[config.mk]
export PLATFORM = sky130hd
export DESIGN_NAME = sga_serial_rx_cmd
export DESIGN_NICKNAME = d
export VERILOG_FILES = /design/src/rtl/sga_serial_pkg.sv /design/src/rtl/rx_serial_7o1.sv /design/src/rtl/sga_serial_rx_cmd.sv
export SDC_FILE = /design/constraint.sdc
export NUM_CORES = 1
export LEC_CHECK = 0
export BUFFER_PORTS_ARGS = -buffer_cell sky130_fd_sc_hd__buf_2
export CORE_AREA = 5 5 66 68
export DETAILED_ROUTE_END_ITERATION = 6
export DIE_AREA = 0 0 71 73
export HOLD_SLACK_MARGIN = 0.08
export PLACE_DENSITY = 0.77
export REMOVE_ABC_BUFFERS = 1
export SYNTH_ARGS = -nofsm -noshare
export SYNTH_HDL_FRONTEND = slang
export SYNTH_SLANG_ARGS = --single-unit
[constraint.sdc]
create_clock -name clock -period 1.98 [get_ports clock]
set_input_delay 0.198 -clock clock [delete_from_list [all_inputs] [get_ports clock]]
set_output_delay 0.198 -clock clock [all_outputs]
set_load 0.01 [all_outputs]
[src/rtl/sga_serial_pkg.sv]
// Shared definitions for the 7O1 serial command receiver:
// FSM codes, ASCII command set, direction encodings, default baud divider.
package sga_serial_pkg;

    localparam int CLKS_PER_BIT_DEF = 434;

    typedef enum logic [2:0] {
        ST_IDLE   = 3'd0,
        ST_START  = 3'd1,
        ST_DATA   = 3'd2,
        ST_PARITY = 3'd3,
        ST_STOP   = 3'd4,
        ST_DECODE = 3'd5
    } rx_state_t;

    localparam logic [6:0] CMD_RIGHT   = 7'h64;
    localparam logic [6:0] CMD_LEFT    = 7'h61;
    localparam logic [6:0] CMD_UP      = 7'h77;
    localparam logic [6:0] CMD_DOWN    = 7'h73;
    localparam logic [6:0] CMD_START   = 7'h69;
    localparam logic [6:0] CMD_RESTART = 7'h72;
    localparam logic [6:0] CMD_PAUSE   = 7'h70;

    localparam logic [1:0] DIR_RIGHT = 2'b00;
    localparam logic [1:0] DIR_LEFT  = 2'b01;
    localparam logic [1:0] DIR_UP    = 2'b10;
    localparam logic [1:0] DIR_DOWN  = 2'b11;

endpackage

[src/rtl/rx_serial_7o1.sv]
// 7-data / odd-parity / 1-stop serial receiver with input synchronizer.
// Presents one DECODE cycle per frame carrying data and per-frame error bits.
module rx_serial_7o1
    import sga_serial_pkg::*;
#(
    parameter int CLKS_PER_BIT = CLKS_PER_BIT_DEF
) (
    input  logic       clock,
    input  logic       reset,
    input  logic       rx_in,
    output logic       frame_valid,
    output logic [6:0] frame_data,
    output logic       frame_perr,
    output logic       frame_ferr,
    output logic [2:0] state_code
);

    localparam int CW = (CLKS_PER_BIT > 2) ? $clog2(CLKS_PER_BIT) : 1;
    localparam logic [CW-1:0] CNT_FULL = CW'(CLKS_PER_BIT - 1);
    localparam logic [CW-1:0] CNT_HALF = CW'(CLKS_PER_BIT / 2 - 1);

    rx_state_t     state_q, state_d;
    logic [1:0]    sync_q, sync_d;
    logic          prev_q, prev_d;
    logic [CW-1:0] baud_q, baud_d;
    logic [2:0]    bit_q, bit_d;
    logic [6:0]    shift_q, shift_d;
    logic          perr_q, perr_d;
    logic          ferr_q, ferr_d;
    logic          line;
    logic          tick_full;
    logic          tick_half;

    assign line      = sync_q[1];
    assign tick_full = (baud_q == CNT_FULL);
    assign tick_half = (baud_q == CNT_HALF);

    always_comb begin
        sync_d  = {sync_q[0], rx_in};
        prev_d  = line;
        state_d = state_q;
        baud_d  = baud_q + CW'(1);
        bit_d   = bit_q;
        shift_d = shift_q;
        perr_d  = perr_q;
        ferr_d  = ferr_q;
        unique case (state_q)
            ST_IDLE: begin
                baud_d = '0;
                if (prev_q && !line) begin
                    state_d = ST_START;
                    perr_d  = 1'b0;
                    ferr_d  = 1'b0;
                end
            end
            ST_START: begin
                if (tick_half) begin
                    baud_d  = '0;
                    bit_d   = '0;
                    state_d = line ? ST_IDLE : ST_DATA;
                end
            end
            ST_DATA: begin
                if (tick_full) begin
                    baud_d  = '0;
                    shift_d = {line, shift_q[6:1]};
                    bit_d   = bit_q + 3'd1;
                    if (bit_q == 3'd6) state_d = ST_PARITY;
                end
            end
            ST_PARITY: begin
                if (tick_full) begin
                    baud_d  = '0;
                    perr_d  = ~(^{shift_q, line});
                    state_d = ST_STOP;
                end
            end
            ST_STOP: begin
                if (tick_full) begin
                    baud_d  = '0;
                    ferr_d  = ~line;
                    state_d = ST_DECODE;
                end
            end
            ST_DECODE: begin
                baud_d  = '0;
                state_d = ST_IDLE;
            end
            default: begin
                baud_d  = '0;
                state_d = ST_IDLE;
            end
        endcase
    end

    always_ff @(posedge clock or negedge reset) begin
        if (!reset) begin
            state_q <= ST_IDLE;
            sync_q  <= 2'b11;
            prev_q  <= 1'b1;
            baud_q  <= '0;
            bit_q   <= '0;
            shift_q <= '0;
            perr_q  <= 1'b0;
            ferr_q  <= 1'b0;
        end else begin
            state_q <= state_d;
            sync_q  <= sync_d;
            prev_q  <= prev_d;
            baud_q  <= baud_d;
            bit_q   <= bit_d;
            shift_q <= shift_d;
            perr_q  <= perr_d;
            ferr_q  <= ferr_d;
        end
    end

    assign frame_valid = (state_q == ST_DECODE);
    assign frame_data  = shift_q;
    assign frame_perr  = perr_q;
    assign frame_ferr  = ferr_q;
    assign state_code  = state_q;

endmodule

[src/rtl/sga_serial_rx_cmd.sv]
// Serial command receiver: maps received ASCII keys onto game controls
// and keeps sticky line-error flags until the next clean frame.
module sga_serial_rx_cmd
    import sga_serial_pkg::*;
#(
    parameter int CLKS_PER_BIT = CLKS_PER_BIT_DEF
) (
    input  logic       clock,
    input  logic       reset,
    input  logic       entrada_serial,
    output logic [1:0] direction,
    output logic       dir_valid,
    output logic       start_pulse,
    output logic       restart_pulse,
    output logic       pause,
    output logic [6:0] dado,
    output logic       parity_error,
    output logic       framing_error,
    output logic [2:0] db_state
);

    logic       frame_valid;
    logic [6:0] frame_data;
    logic       frame_perr;
    logic       frame_ferr;

    logic [1:0] dir_q, dir_d;
    logic       dv_q, dv_d;
    logic       start_q, start_d;
    logic       restart_q, restart_d;
    logic       pause_q, pause_d;
    logic [6:0] dado_q, dado_d;
    logic       perr_q, perr_d;
    logic       ferr_q, ferr_d;

    rx_serial_7o1 #(
        .CLKS_PER_BIT(CLKS_PER_BIT)
    ) u_rx (
        .clock       (clock),
        .reset       (reset),
        .rx_in       (entrada_serial),
        .frame_valid (frame_valid),
        .frame_data  (frame_data),
        .frame_perr  (frame_perr),
        .frame_ferr  (frame_ferr),
        .state_code  (db_state)
    );

    always_comb begin
        dir_d     = dir_q;
        dv_d      = 1'b0;
        start_d   = 1'b0;
        restart_d = 1'b0;
        pause_d   = pause_q;
        dado_d    = dado_q;
        perr_d    = perr_q;
        ferr_d    = ferr_q;
        if (frame_valid) begin
            dado_d = frame_data;
            if (frame_perr || frame_ferr) begin
                perr_d = perr_q | frame_perr;
                ferr_d = ferr_q | frame_ferr;
            end else begin
                perr_d = 1'b0;
                ferr_d = 1'b0;
                case (frame_data)
                    CMD_RIGHT:   begin dir_d = DIR_RIGHT; dv_d = 1'b1; end
                    CMD_LEFT:    begin dir_d = DIR_LEFT;  dv_d = 1'b1; end
                    CMD_UP:      begin dir_d = DIR_UP;    dv_d = 1'b1; end
                    CMD_DOWN:    begin dir_d = DIR_DOWN;  dv_d = 1'b1; end
                    CMD_START:   start_d   = 1'b1;
                    CMD_RESTART: restart_d = 1'b1;
                    CMD_PAUSE:   pause_d   = ~pause_q;
                    default:     ;
                endcase
            end
        end
    end

    always_ff @(posedge clock or negedge reset) begin
        if (!reset) begin
            dir_q     <= DIR_RIGHT;
            dv_q      <= 1'b0;
            start_q   <= 1'b0;
            restart_q <= 1'b0;
            pause_q   <= 1'b0;
            dado_q    <= '0;
            perr_q    <= 1'b0;
            ferr_q    <= 1'b0;
        end else begin
            dir_q     <= dir_d;
            dv_q      <= dv_d;
            start_q   <= start_d;
            restart_q <= restart_d;
            pause_q   <= pause_d;
            dado_q    <= dado_d;
            perr_q    <= perr_d;
            ferr_q    <= ferr_d;
        end
    end

    assign direction     = dir_q;
    assign dir_valid     = dv_q;
    assign start_pulse   = start_q;
    assign restart_pulse = restart_q;
    assign pause         = pause_q;
    assign dado          = dado_q;
    assign parity_error  = perr_q;
    assign framing_error = ferr_q;

endmodule

==> summary.md, run 1 <==
| Metric | Value |
|---|---|
| Run status | `completed` |
| Clock Tree Root | `clkbuf_8` |
| Grt total ovfl | `0` |
| Setup Buffers After CTS | `0` |
| Initial Util | `0.5428` |
| P_leak | `1.115 nW` |
| Synth Warn # | `0` |
| Num ports | `21` |
| Number of port buffers | `20` |
| Non-Filler Instances | `262` |
| DIE AREA | `5183 um2` |
| Synth cell count leaders | `dfrtp_1 (39), nor2_1 (16), mux2_2 (14), nand2_1 (10), xnor2_1 (9)` |
| All-Layer GR Usage | `0.1624` |
| H-Tree Depth | `2` |
| Synth Instances | `183` |
| Synth Area per Inst | `11.27 um2` |
| CP Cell Sequence | `inv_1 > ha_1 > and4bb_2 > nand4_1 > mux2_2 > a22o_1` |
| Vias | `1426` |
| CORE AREA | `3799 um2` |
| Synth Area in XOR/XNOR | `0.06796` |
| Cells on worst reg2reg path | `6` |
| Ys flop type | `dfrtp_1` |
| Max VDD drop | `0.3425 mV` |
| Clock transition at path regs | `0.07 ns` |
| Sequential area share after synthesis | `0.5115` |
| Initial DRC count | `123` |
| Max incr delay on CP | `0.42 ns` |
| Synth Area in Compound Gates | `0.09284` |
| Slew @ Worst Pin | `0.5871 ns` |
| RR Endpoint | `u_rx.bit_q[2]` |
| Diodes inserted | `0` |
| Unique masters post-synth | `49` |
| First-pass GRT wire length | `6.596 mm` |
| Syn Std Cell Area | `2062 um2` |
| Number of max-cap violations | `0` |
| Final Hold Fails | `0` |
| Core Util, Final | `0.6173` |
| Crit end category | `flip-flop` |
| Fin crit share | `0.8820` |
| Min-Delay Path Class | `reg2reg` |
| Post-synth ARST share | `1.000` |
| Final nets | `219` |
| Vias in the first global route | `1496` |
| Sequential Area | `1055 um2` |
| Num rows | `23` |
| Area grow syn2layout | `13.71%` |
| Residual DRC | `0` |
| Routability cong. | `0.8198` |
| CTS Buf Count | `5` |
| Design Area, Final | `2345 um2` |
| Post-layout minimum cycle time | `1.746 ns` |
| Slowest stage cell, crit path | `dfrtp_1` |
| Router iterations before antenna repair | `4` |
| Reg2reg start | `u_rx.baud_q[0]` |
| Mux cell area share after synthesis | `0.08617` |
| Synth top area share | `0.4733` |
| Drt via density | `5.443` |
| Peak Freq | `572.6 MHz` |
| Synth area leaders | `dfrtp_1 (47%), mux2_2 (7.6%), dfstp_2 (3.8%)` |
| Fillers | `324` |
| Setup crit end | `u_rx.bit_q[2]` |
| CP required | `2.16 ns` |
| Ratio of cells with drive above 1 in the final layout | `0.2925` |
| Worst EP arrival | `1.92 ns` |
| Worst slew margin | `0.6086` |
| Initial antenna violation count | `0` |
| Cell taking the most area after synthesis | `dfrtp_1` |
| Post-Synth Simple-Gate Area | `0.1772` |
| Worst Setup SP | `u_rx.baud_q[0]` |
| Clk_lat worst skew | `0.29 ns` |
| Seq cells post-synth | `42` |
| Detail Placement HPWL | `2.767 mm` |
| Die height | `73 um` |
| TritonCTS clock tree | `built` |
| Element type at the critical path start | `flip-flop` |
| Width of the die | `71 um` |
| Placed cells | `252` |
| Routed WL per cell | `14.04 um` |
| WL final | `3.678 mm` |
| WS Path Type | `reg2reg` |
| R2R setup slack | `0.23 ns` |
| Max-slew violation count | `0` |
| Area taken by multi-input logic gates | `937.1 um2` |
| Post-route ant nets | `0` |
| RSZ-0062 raised after global routing | `no` |
| Power density over cell area | `644.2 nW/um2` |
| Final Skew | `0.01019 ns` |
| Worst-case clock buffer depth | `2` |
| Clock sinks | `42` |
| Top-count cell post-synth | `dfrtp_1` |
| Synth Area in Adders | `0.03034` |
| Main combinational cell family by area after synthesis | `simple AND/OR/NAND/NOR gates` |
| Crit path max fanout | `5` |
| Post-Route Setup TNS | `0 ns` |
| Power, Total | `0.001510 W` |
| Largest net degree at the start of global routing | `29` |
| Post-synth EDFFs | `0` |
| Final setup fails | `0` |
| Placed Area | `2230 um2` |
==> routing by layer <==
layer,share of wire,vias to the layer above,GRT usage
met5,0,-,0
met4,0.011,0,0.06263
met3,0.040,4,0.04683
met2,0.52,26,0.2863
met1,0.43,697,0.1866
li1,-,699,-
==> final cells by class <==
class / instances / share of cell area
multi-input cells: 126 / 0.3997
clock buffers: 6 / 0.03522
well taps: 50 / 0.02668
flip-flops and latches: 42 / 0.4498
clock inverters: 2 / 0.005336
inverters: 8 / 0.01281
repair buffers: 28 / 0.07044
==> flip-flops by register name, indices dropped and copies added (netlist names), 2 cells and up <==
signal / flops
direction: 2
u_rx.frame_data: 7
u_rx.baud_q: 9
u_rx.state_code: 3
u_rx.bit_q: 3
u_rx.sync_q: 2
dado: 7
==> timing repair <==
| item | CTS | global route |
|---|---|---|
| endpoints found under the hold margin | 26 | 0 |
| gates resized for setup | 0 | 0 |
| hold buffers | 2 | 0 |
==> worst min path at each step <==
stage | startpoint | end | cells past startpoint
CTS | u_rx.sync_q[0] | u_rx.sync_q[1] | 0
finish | u_rx.sync_q[0] | u_rx.sync_q[1] | 0
global route | u_rx.sync_q[0] | u_rx.sync_q[1] | 0
floorplan | reset | dado[0] | 0
global placement | reset | u_rx.state_code[2] | 1
detailed placement | reset | u_rx.frame_ferr | 1
==> logic make-up (layout without fill, tap and decap cells) <==
family | Yosys count | after routing
AO/OA/AOI/OAI | 25 | 25
XOR/XNOR | 16 | 16
adder cells (fa/ha/maj) | 5 | 5
buffers and inverters | 15 | 44
flip-flops | 42 | 42
multiplexers | 16 | 16
AND/OR/NAND/NOR | 64 | 64
==> stage by stage <==
step	hold slack (ns)	worst slack, ns
floorplan	-0.09759	0.1103
global placement	0.2294	0.2829
detailed placement	0.2321	0.2334
CTS	0.3595	0.2166
global route	0.3607	0.1095
finish	0.3587	0.2336
==> cells in the final DEF, fill, tap and decap left out, types with 7 or more instances in the layout <==
cell     instances
dfrtp_1         39
buf_2           20
nor2_1          16
mux2_2          14
nand2_1         10
xnor2_1          9
inv_1            8
nand3_1          7
xor2_1           7
o21ai_0          7
==> worst max-delay path: cells and delay by family, from the launching register on <==
family	cells	cell delay [ns]
flip-flops	1	0.42
AND/OR/NAND/NOR	2	0.42
multiplexers	1	0.35
AO/OA/AOI/OAI	1	0.23
adder cells (fa/ha/maj)	1	0.14
buffers and inverters	1	0.08
==> where the power goes <==
part | switching [W] | internal [W]
combinational | 0.0000420 | 0.0000246
sequential | 0.0000112 | 0.000869
clock | 0.000284 | 0.000280
total | 0.000337 | 0.00117
Note: power is estimated with default switching activity, not from simulation.
==> run 2, diff against run 1 <==
CELL_PAD_IN_SITES_DETAIL_PLACEMENT = 0   (was not set)
CELL_PAD_IN_SITES_GLOBAL_PLACEMENT = 1   (was not set)
CORE_AREA = 5 5 73 75   (was 5 5 66 68)
DIE_AREA = 0 0 78 80   (was 0 0 71 73)
PLACE_DENSITY = not set   (was 0.77)
PLACE_DENSITY_LB_ADDON = 0.1   (was not set)
==> run 2 against run 1 <==
  * Setup slack worse by 0.053 ns
  * Flip-flop and latch count unchanged
  * Critical path depth unchanged
  * Highest routed layer unchanged
  * Global-route usage down 2.1 points
  * Die area up 20%
  * Critical path type unchanged
  * Largest power group unchanged
==> summary.md, run 2 (same netlist as run 1, synthesis figures left out) <==
| Metric | Value |
|---|---|
| Run status | `completed` |
| Initial Util | `0.4484` |
| CP Cell Sequence | `inv_1 > ha_1 > and4bb_2 > nand4_1 > a22oi_4 > mux2i_1` |
| Number of max-cap violations | `0` |
| Power, Total | `0.001481 W` |
| Design Area, Final | `2352 um2` |
| Final WS setup | `0.1809 ns` |
| Routability cong. | `0.8067` |
| CTS Buf Count | `5` |
| RR Endpoint | `u_rx.state_code[0]` |
| Final setup fails | `0` |
| Reg2reg start | `u_rx.baud_q[0]` |
| Hold Crit Start | `u_rx.sync_q[0]` |
| Clock sinks | `42` |
| TritonCTS clock tree | `built` |
| H-Tree Depth | `2` |
| Max VDD drop | `0.2771 mV` |
| Setup crit end | `u_rx.state_code[0]` |
| Worst slew margin | `0.5840` |
| Routed WL per cell | `14.96 um` |
| Clk_lat worst skew | `0.29 ns` |
| Fillers | `425` |
| Die height | `80 um` |
| Slew @ Worst Pin | `0.6240 ns` |
| Diodes inserted | `0` |
| CP top delay family | `simple AND/OR/NAND/NOR gates` |
| DIE AREA | `6240 um2` |
| Non-Filler Instances | `268` |
| Placed Area | `2250 um2` |
| Initial antenna violation count | `0` |
| Post-layout minimum cycle time | `1.799 ns` |
| Peak Freq | `555.8 MHz` |
| Worst-case clock buffer depth | `2` |
| Worst EP arrival | `2.01 ns` |
| Final Hold Fails | `0` |
| Number of port buffers | `20` |
| WS Path Type | `reg2reg` |
| Largest net degree at the start of global routing | `29` |
| Final nets | `221` |
| Num ports | `21` |
| Initial DRC count | `116` |
| Crit end category | `flip-flop` |
| Drt via density | `5.381` |
| Busiest grt layer | `met2` |
| Number of flip-flops in the largest register | `9` |
| Number of gates resized after CTS | `0` |
| WL final | `4.009 mm` |
| CP Buf/Inv Count | `1` |
| Width of the die | `78 um` |
| Vias in the first global route | `1461` |
| P_leak | `1.123 nW` |
| Area grow syn2layout | `14.08%` |
| Met3 Use GR | `0.04176` |
| CORE AREA | `4598 um2` |
| Slowest stage cell, crit path | `dfrtp_1` |
| CP required | `2.19 ns` |
| Placed cells | `258` |
| WP depth | `6` |
| Ratio of cells with drive above 1 in the final layout | `0.2944` |
| Worst Setup SP | `u_rx.baud_q[0]` |
| All-Layer GR Usage | `0.1413` |
| Commonest cells after routing, fill and taps aside | `dfrtp_1 (39), buf_2 (20), nor2_1 (16)` |
| Commonest non-fill, non-tap cell in the layout | `dfrtp_1` |
| Most flops, register | `u_rx.baud_q` |
| First-pass GRT wire length | `7.010 mm` |
| Power density over cell area | `629.6 nW/um2` |
| Max incr delay on CP | `0.42 ns` |
| Residual DRC | `0` |
| RSZ-0062 raised after global routing | `no` |
| Num rows | `25` |
| Vias | `1442` |
| Met2 usage | `0.2245` |
| Met1 Use GR | `0.1832` |
| Crit path max fanout | `10` |
| Cells on worst reg2reg path | `6` |
| Min-Delay Path Class | `reg2reg` |
| Element type at the critical path start | `flip-flop` |
| Post-route ant nets | `0` |
| Max-slew violation count | `0` |
| Detail Placement HPWL | `2.904 mm` |
| Final Skew | `0.01010 ns` |
| Clock Tree Root | `clkbuf_8` |
| Grt total ovfl | `0` |
| Clock transition at path regs | `0.08 ns` |
| DP Worst Slack | `0.2145 ns` |
| Fin crit share | `0.9086` |
| Router iterations before antenna repair | `4` |
| Post-Route Setup TNS | `0 ns` |
| R2R setup slack | `0.18 ns` |
run 2: through the flow:
| stage | utilization | hold slack (ns) |
|---|---|---|
| 2_1_floorplan | - | -0.09759 |
| 3_3_place_gp | 0.4893 | 0.2381 |
| 3_5_place_dp | 0.4893 | 0.2505 |
| 4_1_cts | 0.5116 | 0.3603 |
| 5_1_grt | 0.5116 | 0.3689 |
| 6_report | 0.5116 | 0.3589 |
run 2: worst min-delay path by stage:
stage | to | cells past startpoint | slack, ns
6_report | u_rx.sync_q[1] | 0 | 0.36
5_1_grt | u_rx.sync_q[1] | 0 | 0.37
4_1_cts | u_rx.sync_q[1] | 0 | 0.36
3_5_place_dp | dado[2] | 1 | 0.25
3_3_place_gp | dado[2] | 1 | 0.24
2_1_floorplan | dado[0] | 0 | -0.1
run 2: power by group:
group          switching (W)  internal [W]
registers          0.0000119      0.000869
logic              0.0000437     0.0000273
clock network       0.000285      0.000245
run 2: metal layers:
layer | wire length [um] | share of wire
met5 | 0 | 0
met3 | 175 | 0.044
met1 | 1798 | 0.45
met2 | 1981 | 0.49
met4 | 54 | 0.013
run 2: worst reg2reg max path, stage by stage, from the launching register on:
cell and delay (ns):
dfrtp_1 0.42, inv_1 0.07, ha_1 0.13, and4bb_2 0.21, nand4_1 0.23, a22oi_4 0.42
mux2i_1 0.24
run 2: timing repair:
| action | in CTS | in global routing |
|---|---|---|
| endpoints found under the hold margin | 27 | 0 |
| hold buffers | 2 | 0 |
| buffers inserted | 0 | 0 |
run 2: cell type report:
cell class | count | area, um2 | area share
Clock buffer | 6 | 72.57 | 0.03085
Clock inverter | 2 | 10.01 | 0.004255
Inverter | 8 | 30.03 | 0.01277
Multi-Input combinational cell | 126 | 937.1 | 0.3984
Sequential cell | 42 | 1055 | 0.4484
Tap cell | 54 | 67.56 | 0.02872
Timing Repair Buffer | 30 | 180.2 | 0.07660
==> run 3, diff against run 2 <==
clock period = 1.7 ns   (was 1.98 ns; I/O delays follow)
==> run 3 against run 2 <==
  * The run now ends with negative setup slack left
  * Die area stayed put
  * Wire length is 3.6% higher
  * Non-clock buffer count is 24 higher
  * Flip-flop and latch count stayed put
  * Clock power is 48% higher
  * Largest cell class unchanged
  * Highest routed layer unchanged
==> summary.md, run 3 (same netlist as run 1, synthesis figures left out) <==
| Metric | Value |
|---|---|
| Run status | `complete, but fails checks` |
| Failing checks | `negative setup slack` |
| Commonest cells after routing, fill and taps aside | `dfrtp_1 (39), buf_4 (29), buf_2 (20)` |
| Final Hold Fails | `0` |
| Clock sinks | `42` |
| Grt total ovfl | `0` |
| Final nets | `245` |
| Router iterations before antenna repair | `4` |
| Routability cong. | `0.8842` |
| Commonest non-fill, non-tap cell in the layout | `dfrtp_1` |
| Area grow syn2layout | `26.34%` |
| Largest net degree at the start of global routing | `43` |
| Worst EP arrival | `1.94 ns` |
| Final Skew | `0.006035 ns` |
| Slew @ Worst Pin | `0.5306 ns` |
| Vias | `1522` |
| Number of max-cap violations | `0` |
| Initial DRC count | `88` |
| TritonCTS clock tree | `built` |
| Element type at the critical path start | `flip-flop` |
| Most flops, register | `u_rx.baud_q` |
| Ratio of cells with drive above 1 in the final layout | `0.3824` |
| WL final | `4.152 mm` |
| Number of port buffers | `20` |
| Crit end category | `flip-flop` |
| Die height | `80 um` |
| Initial antenna violation count | `0` |
| Final WS setup | `-0.05275 ns` |
| Post-route ant nets | `0` |
| H-Tree Depth | `2` |
| DIE AREA | `6240 um2` |
| Min-Delay Path Class | `reg2reg` |
| Fin crit share | `1.031` |
| Hold depth | `0` |
| Worst-case clock buffer depth | `2` |
| DP Worst Slack | `-0.04680 ns` |
| Max-slew violation count | `0` |
| Power density over cell area | `740.2 nW/um2` |
| Initial Util | `0.4484` |
| Peak Freq | `570.5 MHz` |
| Detail Placement HPWL | `2.983 mm` |
| Post-layout minimum cycle time | `1.753 ns` |
| Placed Area | `2382 um2` |
| CTS Buf Count | `5` |
| All-Layer GR Usage | `0.1456` |
| Clock transition at path regs | `0.08 ns` |
| Max VDD drop | `0.3252 mV` |
| Num rows | `25` |
| Routed WL per cell | `14.22 um` |
| Width of the die | `78 um` |
| Fillers | `399` |
| P_leak | `1.281 nW` |
| RSZ-0062 raised after global routing | `yes` |
| Crit path max fanout | `4` |
| Design Area, Final | `2605 um2` |
| WS Path Type | `reg2reg` |
| Core Util, Final | `0.5665` |
| Vias in the first global route | `1590` |
| Final setup fails | `6` |
| Residual DRC | `0` |
| Num ports | `21` |
| CP required | `1.88 ns` |
| Clock Tree Root | `clkbuf_8` |
| Worst slew margin | `0.6462` |
| Clk_lat worst skew | `0.29 ns` |
| Cells on worst reg2reg path | `7` |
| Number of flip-flops in the largest register | `9` |
| Diodes inserted | `0` |
| Fin Hold WS | `0.3620 ns` |
| First-pass GRT wire length | `7.251 mm` |
| CORE AREA | `4598 um2` |
| Drt via density | `5.212` |
[run 3: repair_timing]
action	in CTS	in global routing
hold endpoints to repair	40	0
buffers inserted	3	5
pin swaps	1	6
setup endpoints to repair	4	22
gates resized for setup	2	8
hold buffers	2	0
[run 3: final timing paths]
| path | endpoint | slack [ns] | from |
|---|---|---|---|
| hold reg to reg | u_rx.sync_q[1] | 0.36 | u_rx.sync_q[0] |
| setup / recovery | u_rx.bit_q[0] | -0.05 | u_rx.baud_q[1] |
| min in group asynchronous | dado[2] | 0.47 | reset |
| hold / removal | u_rx.sync_q[1] | 0.36 | u_rx.sync_q[0] |
| setup reg to reg | u_rx.bit_q[0] | -0.05 | u_rx.baud_q[1] |
| max in group asynchronous | u_rx.sync_q[0] | 0.85 | reset |
[run 3: metrics by stage]
step	TNS (ns)	power (W)	instances
after detailed placement	-0.1268	0.001144	274
after CTS	-0.01526	0.001944	287
after global placement	0	0.001141	274
after floorplan	-0.1979	0.001080	176
final	-0.1455	0.001928	292
after global routing	-1.637	0.002018	292
[run 3: metal layers]
layer | up-vias | part of all wire | routed length [um] | GRT usage
li1 | 751 | - | - | -
met1 | 744 | 0.44 | 1840 | 0.1745
met2 | 23 | 0.51 | 2119 | 0.2554
met3 | 4 | 0.037 | 153 | 0.03612
met4 | 0 | 0.0092 | 38 | 0.04561
met5 | - | 0 | 0 | 0
[run 3: critical path: stages (launching register included)]
cell and delay, ns:
dfrtp_1 0.40, inv_2 0.09, ha_4 0.11, and4bb_2 0.21, nand4_1 0.16, buf_4 0.19
o31a_1 0.22, o221a_2 0.27
[run 3: final cells by class]
cell class                 instances  area [um2]  area share
clock buffer                       6       72.57     0.02786
clock inverter                     2       37.54     0.01441
inverter                           8       30.03     0.01153
multi-input combinational        126       962.2      0.3694
sequential                        42        1055      0.4049
tap                               54       67.56     0.02594
timing repair buffer              54       380.4      0.1460
[run 3: power breakdown]
part           total, W  internal, W  switching, W  leakage (nW)
Combinational  0.000118    0.0000568     0.0000615         0.655
Sequential      0.00102      0.00101     0.0000115         0.575
Clock          0.000787     0.000438      0.000349        0.0514
